<file path="src/rtl/blood_type_encoder_pkg.sv">
// Shared definitions for the blood_type encoder and classifier.
// Optional feature macro: BLOOD_PARITY_CHECK_EN (adds the GET_PAR state).
package blood_pkg;

    // FSM state encoding; GET_PAR only exists when the parity beat is enabled.
    typedef enum logic [2:0] {
        IDLE   = 3'd0,
        GET_A  = 3'd1,
        GET_B  = 3'd2,
        GET_RH = 3'd3,
`ifdef BLOOD_PARITY_CHECK_EN
        GET_PAR = 3'd4,
`endif
        OUT    = 3'd5
    } state_t;

    // Bit positions of each antigen inside the 3-bit code.
    localparam int BT_A  = 2;
    localparam int BT_B  = 1;
    localparam int BT_RH = 0;

    // Named blood_type codes.
    localparam logic [2:0] O_NEG  = 3'b000;
    localparam logic [2:0] O_POS  = 3'b001;
    localparam logic [2:0] B_NEG  = 3'b010;
    localparam logic [2:0] B_POS  = 3'b011;
    localparam logic [2:0] A_NEG  = 3'b100;
    localparam logic [2:0] A_POS  = 3'b101;
    localparam logic [2:0] AB_NEG = 3'b110;
    localparam logic [2:0] AB_POS = 3'b111;

    // Even parity over {A, B, Rh, par}: a good sample has an even number of ones.
    function automatic logic even_parity_ok(input logic [2:0] code, input logic par);
        return (^{code, par}) == 1'b0;
    endfunction

endpackage

</file>
<file path="src/rtl/blood_beat_timer.sv">
// Per-beat timeout counter. Clear reloads zero, enable counts up and
// saturates at TIMEOUT-1, where expire is raised.
module blood_beat_timer #(
    parameter int TIMEOUT = 16
) (
    input  logic clk,
    input  logic rst,
    input  logic clear,
    input  logic enable,
    output logic expire
);

    localparam int CW = $clog2(TIMEOUT);
    localparam logic [CW-1:0] LAST = CW'(TIMEOUT - 1);

    logic [CW-1:0] count_q;

    // Count idle cycles; saturating so expire stays asserted until cleared.
    always_ff @(posedge clk) begin
        if (rst || clear) begin
            count_q <= '0;
        end else if (enable && (count_q != LAST)) begin
            count_q <= count_q + 1'b1;
        end
    end

    assign expire = (count_q == LAST);

endmodule

</file>
<file path="src/rtl/blood_type_encoder.sv">
// Assembles three serial antigen results (A, B, Rh) into a 3-bit blood_type
// code and offers it on a valid/ready handshake.
// Optional feature macro: BLOOD_PARITY_CHECK_EN adds a fourth even-parity
// beat; a failing parity drops the code and pulses err.
//
// Handshakes: on the input side a beat is taken in any GET_* state on a
// cycle with test_valid=1 (test_ready=1 there); on the output side a
// transfer happens on any cycle with type_valid=1 and type_ready=1, and
// type_valid/blood_type stay stable until that cycle.
module blood_type_encoder
    import blood_pkg::*;
#(
    parameter int TIMEOUT = 16,
    parameter int CNT_W   = 8
) (
    input  logic             clk,
    input  logic             rst,
    input  logic             sample_start,
    input  logic             test_valid,
    input  logic             test_bit,
    output logic             test_ready,
    output logic [2:0]       blood_type,
    output logic             type_valid,
    input  logic             type_ready,
    output logic             err,
    output logic [CNT_W-1:0] sample_count,
    output state_t           state_dbg
);

    state_t           state_q, state_d;
    logic [2:0]       asm_q, asm_d;
    logic [2:0]       bt_q, bt_d;
    logic             tv_q, tv_d;
    logic             err_q, err_d;
    logic [CNT_W-1:0] cnt_q, cnt_d;
    logic             in_get;
    logic             tmr_clear, tmr_en, tmr_expire;

    blood_beat_timer #(.TIMEOUT(TIMEOUT)) u_timer (
        .clk    (clk),
        .rst    (rst),
        .clear  (tmr_clear),
        .enable (tmr_en),
        .expire (tmr_expire)
    );

    // State and output registers; reset discards everything without err.
    always_ff @(posedge clk) begin
        if (rst) begin
            state_q <= IDLE;
            asm_q   <= '0;
            bt_q    <= '0;
            tv_q    <= 1'b0;
            err_q   <= 1'b0;
            cnt_q   <= '0;
        end else begin
            state_q <= state_d;
            asm_q   <= asm_d;
            bt_q    <= bt_d;
            tv_q    <= tv_d;
            err_q   <= err_d;
            cnt_q   <= cnt_d;
        end
    end

    // Next-state logic: aborts (restart, timeout) first, then beat capture.
    always_comb begin
        state_d   = state_q;
        asm_d     = asm_q;
        bt_d      = bt_q;
        tv_d      = tv_q;
        err_d     = 1'b0;
        cnt_d     = cnt_q;
        tmr_clear = 1'b1;
        tmr_en    = 1'b0;

        in_get = (state_q == GET_A) || (state_q == GET_B) || (state_q == GET_RH)
`ifdef BLOOD_PARITY_CHECK_EN
              || (state_q == GET_PAR)
`endif
              ;

        if (in_get) begin
            if (sample_start) begin
                // Restart wins over a coincident beat.
                err_d   = 1'b1;
                state_d = GET_A;
                asm_d   = '0;
            end else if (!test_valid) begin
                if (tmr_expire) begin
                    err_d   = 1'b1;
                    state_d = IDLE;
                end else begin
                    tmr_clear = 1'b0;
                    tmr_en    = 1'b1;
                end
            end
        end

        case (state_q)
            IDLE: begin
                if (sample_start) begin
                    state_d = GET_A;
                    asm_d   = '0;
                end
            end
            GET_A: begin
                if (test_valid && !sample_start) begin
                    asm_d[BT_A] = test_bit;
                    state_d     = GET_B;
                end
            end
            GET_B: begin
                if (test_valid && !sample_start) begin
                    asm_d[BT_B] = test_bit;
                    state_d     = GET_RH;
                end
            end
            GET_RH: begin
                if (test_valid && !sample_start) begin
                    asm_d[BT_RH] = test_bit;
`ifdef BLOOD_PARITY_CHECK_EN
                    state_d      = GET_PAR;
`else
                    bt_d         = asm_d;
                    tv_d         = 1'b1;
                    state_d      = OUT;
`endif
                end
            end
`ifdef BLOOD_PARITY_CHECK_EN
            GET_PAR: begin
                if (test_valid && !sample_start) begin
                    if (even_parity_ok(asm_q, test_bit)) begin
                        bt_d    = asm_q;
                        tv_d    = 1'b1;
                        state_d = OUT;
                    end else begin
                        err_d   = 1'b1;
                        state_d = IDLE;
                    end
                end
            end
`endif
            OUT: begin
                // type_valid is always high here, so ready alone completes the transfer.
                if (type_ready) begin
                    tv_d    = 1'b0;
                    cnt_d   = cnt_q + 1'b1;
                    state_d = IDLE;
                end
            end
            default: begin
                state_d = IDLE;
            end
        endcase
    end

    assign test_ready   = (state_q != OUT);
    assign blood_type   = bt_q;
    assign type_valid   = tv_q;
    assign err          = err_q;
    assign sample_count = cnt_q;
    assign state_dbg    = state_q;

endmodule

</file>
<file path="config.mk">
export PLATFORM = sky130hd
export DESIGN_NAME = blood_type_encoder
export DESIGN_NICKNAME = d
export VERILOG_FILES = /design/src/rtl/blood_type_encoder_pkg.sv /design/src/rtl/blood_beat_timer.sv /design/src/rtl/blood_type_encoder.sv
export SDC_FILE = /design/constraint.sdc
export NUM_CORES = 1
export LEC_CHECK = 0
export BUFFER_PORTS_ARGS = -buffer_cell sky130_fd_sc_hd__buf_4
export CAP_MARGIN = 40
export CORE_MARGIN = 4
export CORE_UTILIZATION = 56
export CTS_CLUSTER_DIAMETER = 50
export DETAILED_ROUTE_END_ITERATION = 16
export GPL_TIMING_DRIVEN = 0
export HOLD_SLACK_MARGIN = 0.03
export PLACE_DENSITY_LB_ADDON = 0.08
export SYNTH_ARGS = -nofsm -noshare
export SYNTH_HDL_FRONTEND = slang
export SYNTH_SLANG_ARGS = --single-unit
</file>
<file path="constraint.sdc">
create_clock -name clk -period 2.55 [get_ports clk]
set_input_delay 0.255 -clock clk [delete_from_list [all_inputs] [get_ports clk]]
set_output_delay 0.255 -clock clk [all_outputs]
set_load 0.01 [all_outputs]
</file>
# == Yosys cells after proc, flatten, opt, wreduce, memory -nomap -nowiden ==
# Cells that the tools add are included.
# W data, S select, Z words.
# totals
inputBits,6
reg_bits,23
# classes
n_addsub,2
n_reduce_logical,12
n_mux,32
bitwise_logic,1
eq_ne,9
# op_table
op,n
$mux W3,12
$mux W1,15
$pmux W3 S5,1
$add A8 B1 Y8 const B,1
$pmux W1 S2,4
$eq A3 B2 Y1 const B,2
$add A4 B1 Y4 const B,1
$eq A4 B4 Y1 const B,1
$ne A4 B4 Y1 const B,1
$reduce_and A2 Y1,2
$eq A3 B1 Y1 const B,1
$eq A3 B3 Y1 const B,1
$logic_not A3 Y1,1
$logic_or A1 B1 Y1,3
$ne A3 B3 Y1 const B,1
$reduce_and A3 Y1,1
$logic_and A1 B1 Y1,2
$ne A2 B1 Y1 const B,1
$ne A2 B2 Y1 const B,1
$reduce_bool A2 Y1,1
$reduce_or A2 Y1,1
$logic_not A1 Y1,1
$not A1 Y1,1

# == Longest topological paths before layout ==
# Gate-level depths: netlist of the first run.
# logic_depth
ltp_word,7
ltp_mapped,5

# == Modules after synthesis ==
# From an unflattened synthesis of the first run, not the netlist that was laid out.
# hier_totals
cells_unflattened,128
hier_area_um2,1106.1
# by_module_without_submodules
mod,seq_area_each_um2,n_inst,cells_per_inst,area_per_inst_um2
blood_type_encoder,360.3,1,106,894.6
blood_beat_timer,80.1,1,22,211.5

# == Worst setup path after synthesis of the first run ==
# OpenSTA, ideal clock, no wires.
# synth_path
kind,flip-flop to flip-flop
startpoint,"register state_q[2], in the netlist state_dbg[2]"
endpoint,"register state_q[0], in the netlist state_dbg[0]"
path_buffers,1
stages_incl_launch_ff,6
required_ns,2.483
setup_time_ns,0.067
t_arrival_ns,1.169
slack_ns,1.314
cell_sequence,dfxtp_1 -> buf_6 -> nor3b_2 -> nand2_1 -> a32o_1 -> a21oi_2
# synth_via
elab_chain_cells,6
# synth_rtl
element,line,text
"start, declared",blood_type_encoder.sv:30,"state_t state_q, state_d;"
"start signal, assigned",blood_type_encoder.sv:57,state_q <= state_d;
$eq A3 B1 Y1 or $eq A3 B2 Y1 (tied branches),"blood_type_encoder.sv:77, blood_type_encoder.sv:100",
$logic_or A1 B1 Y1 (2 in series),blood_type_encoder.sv:77,in_get = (state_q == GET_A) || (state_q == GET_B) || (state_q == GET_RH)
$mux W3,blood_type_encoder.sv:83,if (in_get) begin
"$mux W3, on equally long branches",--,
$pmux W3 S5 *,blood_type_encoder.sv:100,case (state_q)
# Every way passes the cells marked *; elsewhere a longest branch is shown, timed or not.
# A chain may end at the register's enable or synchronous reset.

# == Final worst setup path of the first run ==
# layout_path
startpoint,"register state_q[1], in the netlist state_dbg[1]"
endpoint,output test_ready
# layout_via
elab_chain_cells,1
# layout_rtl
element,line,text
$ne A3 B3 Y1,blood_type_encoder.sv:159,assign test_ready = (state_q != OUT);
"end, declared",blood_type_encoder.sv:21,"output logic test_ready,"
# Every way passes these cells.

==> flow_summary.toml, run 1 <==
[status]
status = "completed"

[die]
initial_utilization = 0.5986
dieWidth_um = 51.19
die-area_sq_um = 2620
row_count = 15
pin_count = 23
die-height_um = 51.19
core_sq_um = 1745

[drt]
via_count = 909
drtAntennaViolNets = 0
drc = 0
routed_via_density = 5.347
drt_wl_total_um = 2152
wire_per_inst_um = 12.66
drt-initial-drc-count = 13
drt_first_pass_iters = 4

[synth]
synth-compound-area-share = 0.1222
netlist_area_sq_um = 1045
synth-seq-cells = 22
netlist_instances = 121
yosysWarningCount = 0
yosys-top-cells-area = "dfxtp_1, nor2_1, a21oi_1"
muxShareOfSynthArea = 0
avgSynthCellArea_sq_um = 8.634
syn-num-nets = 129
yosysTopAreaCell = "dfxtp_1"
yosysSeqAreaShare = 0.4216
synth_edf_count = 0
synth-simple-area-share = 0.3317
yosysMostFrequentCell = "dfxtp_1"
synthTopCellsByCount = "dfxtp_1, nor2_1, nand2_1"
yosysTopAreaCellShare = 0.4216
synth_fa_ha_area_frac = 0.02395
synth_top_family_by_area = "simple AND/OR/NAND/NOR gates"
synthArstFlopShare = 0
ys_types = 37
synthFlopType = "dfxtp_1"
synth_xor_area_frac = 0.05868

[global_routing]
grt_pass1_vias = 842
grt_usage = 0.1866
grt_pass1_wl_um = 3636
grt_antenna_before_repair = 0
grt-ovfl-total = 0
grt_max_degree = 13

[place]
dp_slack_ns = 1.243
dpl_cell_area_sq_um = 1226
dp_hpwl_um = 1642
port_buffers = 20
routabilityCongestion = 0.8815
dp.cells = 166

[pwr]
p_sw_frac = 0.2352
seqPwrFrac = 0.591
p_leak_nw = 0.4862
clkPwrFrac = 0.326
p_comb_frac = 0.083
vdd_ir_drop_max_uv = 289.3
p_int_uw = 455.7
p_sw_uw = 140.2
power.density_nw_per_um2 = 472.0
p_total_uw = 595.9

[timing]
finalSetupTns_ns = 0
hold_viol_final = 0
min_period_over_period = 0.5736
slew_headroom = 0.7098
hold_slack_ns = 0.2092
fmax_mhz = 683.7
worst_pin_slew_ns = 0.4353
finalClockSkew_ns = 0.004999
slew_violations = 0
setup_viol_count_final = 0
fin_crit_ns = 1.463
rsz0062_at_grt = "no"
timing.final.ws_setup_ns = 1.087

[worst_hold_path]
min_path_type = "in -> reg"

[cells_and_area]
final_cells = 170
multiInputGateArea_sq_um = 560.5
fin_nets = 154
final_util = 0.7233
final_cell_area_sq_um = 1262
area_delta_synth_final_pct = 20.84
n_antenna_cell = 0
final_layout_size_suffix_gt1_frac = 0.2483
ff_latch_area_sq_um = 440.4
n_fill_cell = 146

[critical_path]
cp_data_arrival_time_ns = 1.21
crit_required_ns = 2.30
path_class = "reg -> out"
cp-end-kind = "output port"
crit_fanout = 10
crit_path_start_kind = "register"

[clock_network]
cts.path.max_buffers = 2
postCtsResizedCells = 0
numCtsBuffers = 3
clock_latency_ns = 0.31
postCtsSetupBuffers = 0
htreeDepth = 1
path_clk_slew_ns = 0.12
cts-root-buf = "clkbuf_4"
clock-sinks = 22
hold_buffers = 0
cts_tree = "yes"

[flow_run]
timing.max_cap.violations = 0
registers in the layout, summed over array words and instances, names as in the netlist:
register,flops
u_timer.count_q,4
state_dbg,3
type_valid,1
sample_count,8
asm_q,2
err,1
blood_type,3
layout make-up:
type | count | area share
buffer | 6 | 0.02874
sequential | 22 | 0.3489
timing repair buffer | 20 | 0.1189
inverter | 2 | 0.005946
tap | 25 | 0.02478
multi-input combinational | 91 | 0.4440
clock buffer | 4 | 0.02874
cell usage in the layout (no fill, tap or decap), types with 3 or more instances in the layout:
cell type,n
buf_4,21
nand2_1,13
nor3_1,3
clkbuf_4,3
xnor2_1,5
nor2_1,14
nand3_1,10
dfxtp_1,22
a21oi_1,10
o21ai_0,4
kinds of logic after synthesis:
group | Yosys count
compound gates | 21
xor+xnor | 7
fa+ha+maj | 2
buf+inv | 8
flops | 22
simple gates | 61
per-layer routing:
metal  routed length [um]  GRT usage  up-vias
li1                     -          -      477
met1                  918     0.2145      405
met2                 1102     0.3240       22
met3                   87    0.03499        5
met4                   44    0.09865        0
met5                    0          0        -
power by group through the flow:
stage / clock, mW / sequential (mW) / combinational [mW]
after CTS: 0.198 / 0.352 / 0.0489
after global routing: 0.216 / 0.353 / 0.0543
after global placement: 0 / 0.360 / 0.0473
after floorplan: 0 / 0.360 / 0.0311
after detailed placement: 0 / 0.360 / 0.0485
final: 0.194 / 0.352 / 0.0494
final timing paths:
| path | start | end | slack (ns) | cells after the start |
|---|---|---|---|---|
| min | test_bit | blood_type[0] | 0.21 | 3 |
| max | state_dbg[1] | test_ready | 1.09 | 3 |
| max reg2reg | state_dbg[2] | state_dbg[0] | 1.21 | 5 |
| min reg2reg | u_timer.count_q[0] | u_timer.count_q[0] | 0.46 | 1 |
worst max-delay path, stage by stage, from the launching register on:
cell      delay [ns]
dfxtp_1         0.42
buf_2           0.23
nand3b_1        0.13
buf_4           0.12
(Power assumes the default switching activity.)
==> run 2, diff against run 1 <==
--- a/config.mk
+++ b/config.mk
@@ -5,10 +5,11 @@
 export SDC_FILE = /design/constraint.sdc
 export NUM_CORES = 1
 export LEC_CHECK = 0
+export ABC_AREA = 1
 export BUFFER_PORTS_ARGS = -buffer_cell sky130_fd_sc_hd__buf_4
 export CAP_MARGIN = 40
 export CORE_MARGIN = 4
-export CORE_UTILIZATION = 56
+export CORE_UTILIZATION = 52
 export CTS_CLUSTER_DIAMETER = 50
 export DETAILED_ROUTE_END_ITERATION = 16
 export GPL_TIMING_DRIVEN = 0
==> constraint.sdc (replaced) <==
create_clock -name clk -period 1.4 [get_ports clk]
set_input_delay 0.14 -clock clk [delete_from_list [all_inputs] [get_ports clk]]
set_output_delay 0.14 -clock clk [all_outputs]
set_load 0.01 [all_outputs]
==> run 2 against run 1 <==
Compared with the run above:
- clock skew decreased by 0.0030 ns
- non-clock buffer count decreased by 4
- worst setup slack got worse by 0.94 ns
- critical path depth increased by 4
- worst hold slack got worse by 0.12 ns
- clock power increased by 80%
- sequential share of layout area decreased by 1.0 points
==> flow_summary.toml, run 2 <==
[pwr]
p_sw_uw = 264.3
power.density_nw_per_um2 = 836.5
p_comb_frac = 0.094
clkPwrFrac = 0.319
seqPwrFrac = 0.587
p_sw_frac = 0.2410
p_leak_nw = 0.6108
p_int_uw = 832.5
vdd_ir_drop_max_uv = 684.6

[synth]
netlist_instances = 152
synth_edf_count = 0
yosysWarningCount = 0
yosys-top-cells-area = "dfxtp_1, nand2_1, nor2_1"
ys_types = 24
synthTopCellsByCount = "nand2_1, nor2_1, dfxtp_1"
syn-num-nets = 160
yosysSeqAreaShare = 0.4141
yosysMostFrequentCell = "nand2_1"
synth-seq-cells = 22
synthFlopType = "dfxtp_1"
yosysTopAreaCell = "dfxtp_1"
synthArstFlopShare = 0
avgSynthCellArea_sq_um = 6.997
yosysTopAreaCellShare = 0.4141
netlist_area_sq_um = 1064

[critical_path]
timing.rr.end = "state_dbg[0]"
crit_fanout = 7
path_cells = "nor2_1 -> nor2_1 -> nand3_1 -> nand2_1 -> nand2_1 -> a21oi_2 -> nor2_1"
crit_required_ns = 1.61
reg2reg_from = "state_dbg[0]"
critPathSlowestCell = "dfxtp_2"
setup.worst_path.start = "state_dbg[0]"
reg2reg_depth = 7
cp_data_arrival_time_ns = 1.46
cp_common_cell = "nor2_1"
crit_path_start_kind = "register"
cpPeakStageDelay_ns = 0.44
reg2reg_slack_ns = 0.14
path_class = "reg -> reg"
critical_path_buf_inv_count = 0
cp-end-kind = "register"
cp_top_family = "simple AND/OR/NAND/NOR gates"

[timing]
fmax_mhz = 795.6
slew_headroom = 0.8029
setup_viol_count_final = 0
hold_slack_ns = 0.09183
min_period_over_period = 0.8978
slew_violations = 0
rsz0062_at_grt = "no"
fin_crit_ns = 1.257
finalSetupTns_ns = 0
finalClockSkew_ns = 0.001990
hold_viol_final = 0
worst_pin_slew_ns = 0.2954

[worst_hold_path]
min_path_type = "in -> reg"
hold_depth = 3
min_from = "test_bit"
min_to = "blood_type[0]"

[global_routing]
grt_pass1_wl_um = 4015
grt_antenna_before_repair = 0
grt_pass1_vias = 977
grt-ovfl-total = 0
grt_usage = 0.1896
grt_max_degree = 13

[clock_network]
cts.path.max_buffers = 2
clock-sinks = 22
clock_latency_ns = 0.30
postCtsResizedCells = 0
cts-root-buf = "clkbuf_4"
postCtsSetupBuffers = 0
hold_buffers = 0
htreeDepth = 1
cts_tree = "yes"
path_clk_slew_ns = 0.12
numCtsBuffers = 3

[place]
dp_hpwl_um = 1760
port_buffers = 21
routabilityCongestion = 0.8735

[drt]
drtAntennaViolNets = 0
wl_met1_um = 1066
dr.max_layer_used = "met4"
routed_via_density = 5.015
drt-initial-drc-count = 37
drt_wl_total_um = 2303
drt_first_pass_iters = 4
routed-wl-met3_um = 135
wl_met2_um = 1068
drc = 0
via_count = 1023
wire_per_inst_um = 11.29

[cells_and_area]
final_layout_size_suffix_gt1_frac = 0.2373
n_antenna_cell = 0
largest_reg_flops = 8
layout_commonest_cell = "nand2_1"
n_fill_cell = 194
final_cell_mix = "nand2_1, nor2_1, buf_4"
fin_nets = 186
area_delta_synth_final_pct = 23.29

[die]
die-area_sq_um = 2833
die-height_um = 53.23
pin_count = 23
initial_utilization = 0.5421
core_sq_um = 1962
dieWidth_um = 53.23
row_count = 16

[flow_run]
timing.max_cap.violations = 0

[status]
status = "completed"
## run 2: final cells by class
class / instances / area (sq um) / area share
well taps: 27 / 33.78 / 0.02576
repair buffers: 21 / 157.7 / 0.1202
multi-input cells: 109 / 559.3 / 0.4265
plain buffers: 1 / 5.005 / 0.003817
inverters: 20 / 75.07 / 0.05725
flip-flops and latches: 22 / 444.2 / 0.3387
clock buffers: 4 / 36.28 / 0.02767
## run 2: through the flow
step	util	instance area, sq um	instances	setup slack (ns)	power, mW
finish	0.6684	1311	204	0.1431	1.097
global route	0.6684	1311	204	0.001517	1.141
CTS	0.6582	1291	204	0.03251	1.101
detailed placement	0.6397	1255	200	0.05815	0.7551
global placement	0.6397	1255	200	0.09611	0.7533
floorplan	-	1064	152	0.1775	0.7205
## run 2: cells by family after synthesis
kind of cell    count (synthesis)  share of synthesized area
simple gates                   80                     0.3482
compound gates                 25                     0.1223
flops                          22                     0.4141
buf+inv                        21                    0.07529
xor+xnor                        2                    0.01647
fa+ha+maj                       2                    0.02353
## run 2: power by group through the flow
stage / Sequential [mW] / Clock, mW / Combinational (mW)
floorplan: 0.658 / 0 / 0.0627
global placement: 0.657 / 0 / 0.0967
detailed placement: 0.657 / 0 / 0.0978
CTS: 0.643 / 0.359 / 0.0984
global route: 0.646 / 0.377 / 0.118
finish: 0.644 / 0.349 / 0.103
## run 2: worst min-delay path: stages
cell and delay, ns:
buf_4 0.08, o21ai_0 0.07, nor2_1 0.08
## run 2: routing by layer
layer  vias to the layer above  GRT usage
met4                         0    0.07234
met2                        29     0.3245
met3                         6    0.03099
met5                         -          0
met1                       453     0.2337
li1                        535          -
## run 2: how the worst max path moves through the flow
stage / to / slack, ns / depth (start not counted)
after floorplan: sample_count[5] / 0.18 / 6
after global placement: asm_q[1] / 0.1 / 7
after detailed placement: asm_q[1] / 0.06 / 7
after CTS: asm_q[1] / 0.03 / 7
after global routing: state_dbg[0] / 0.002 / 7
final: state_dbg[0] / 0.14 / 7
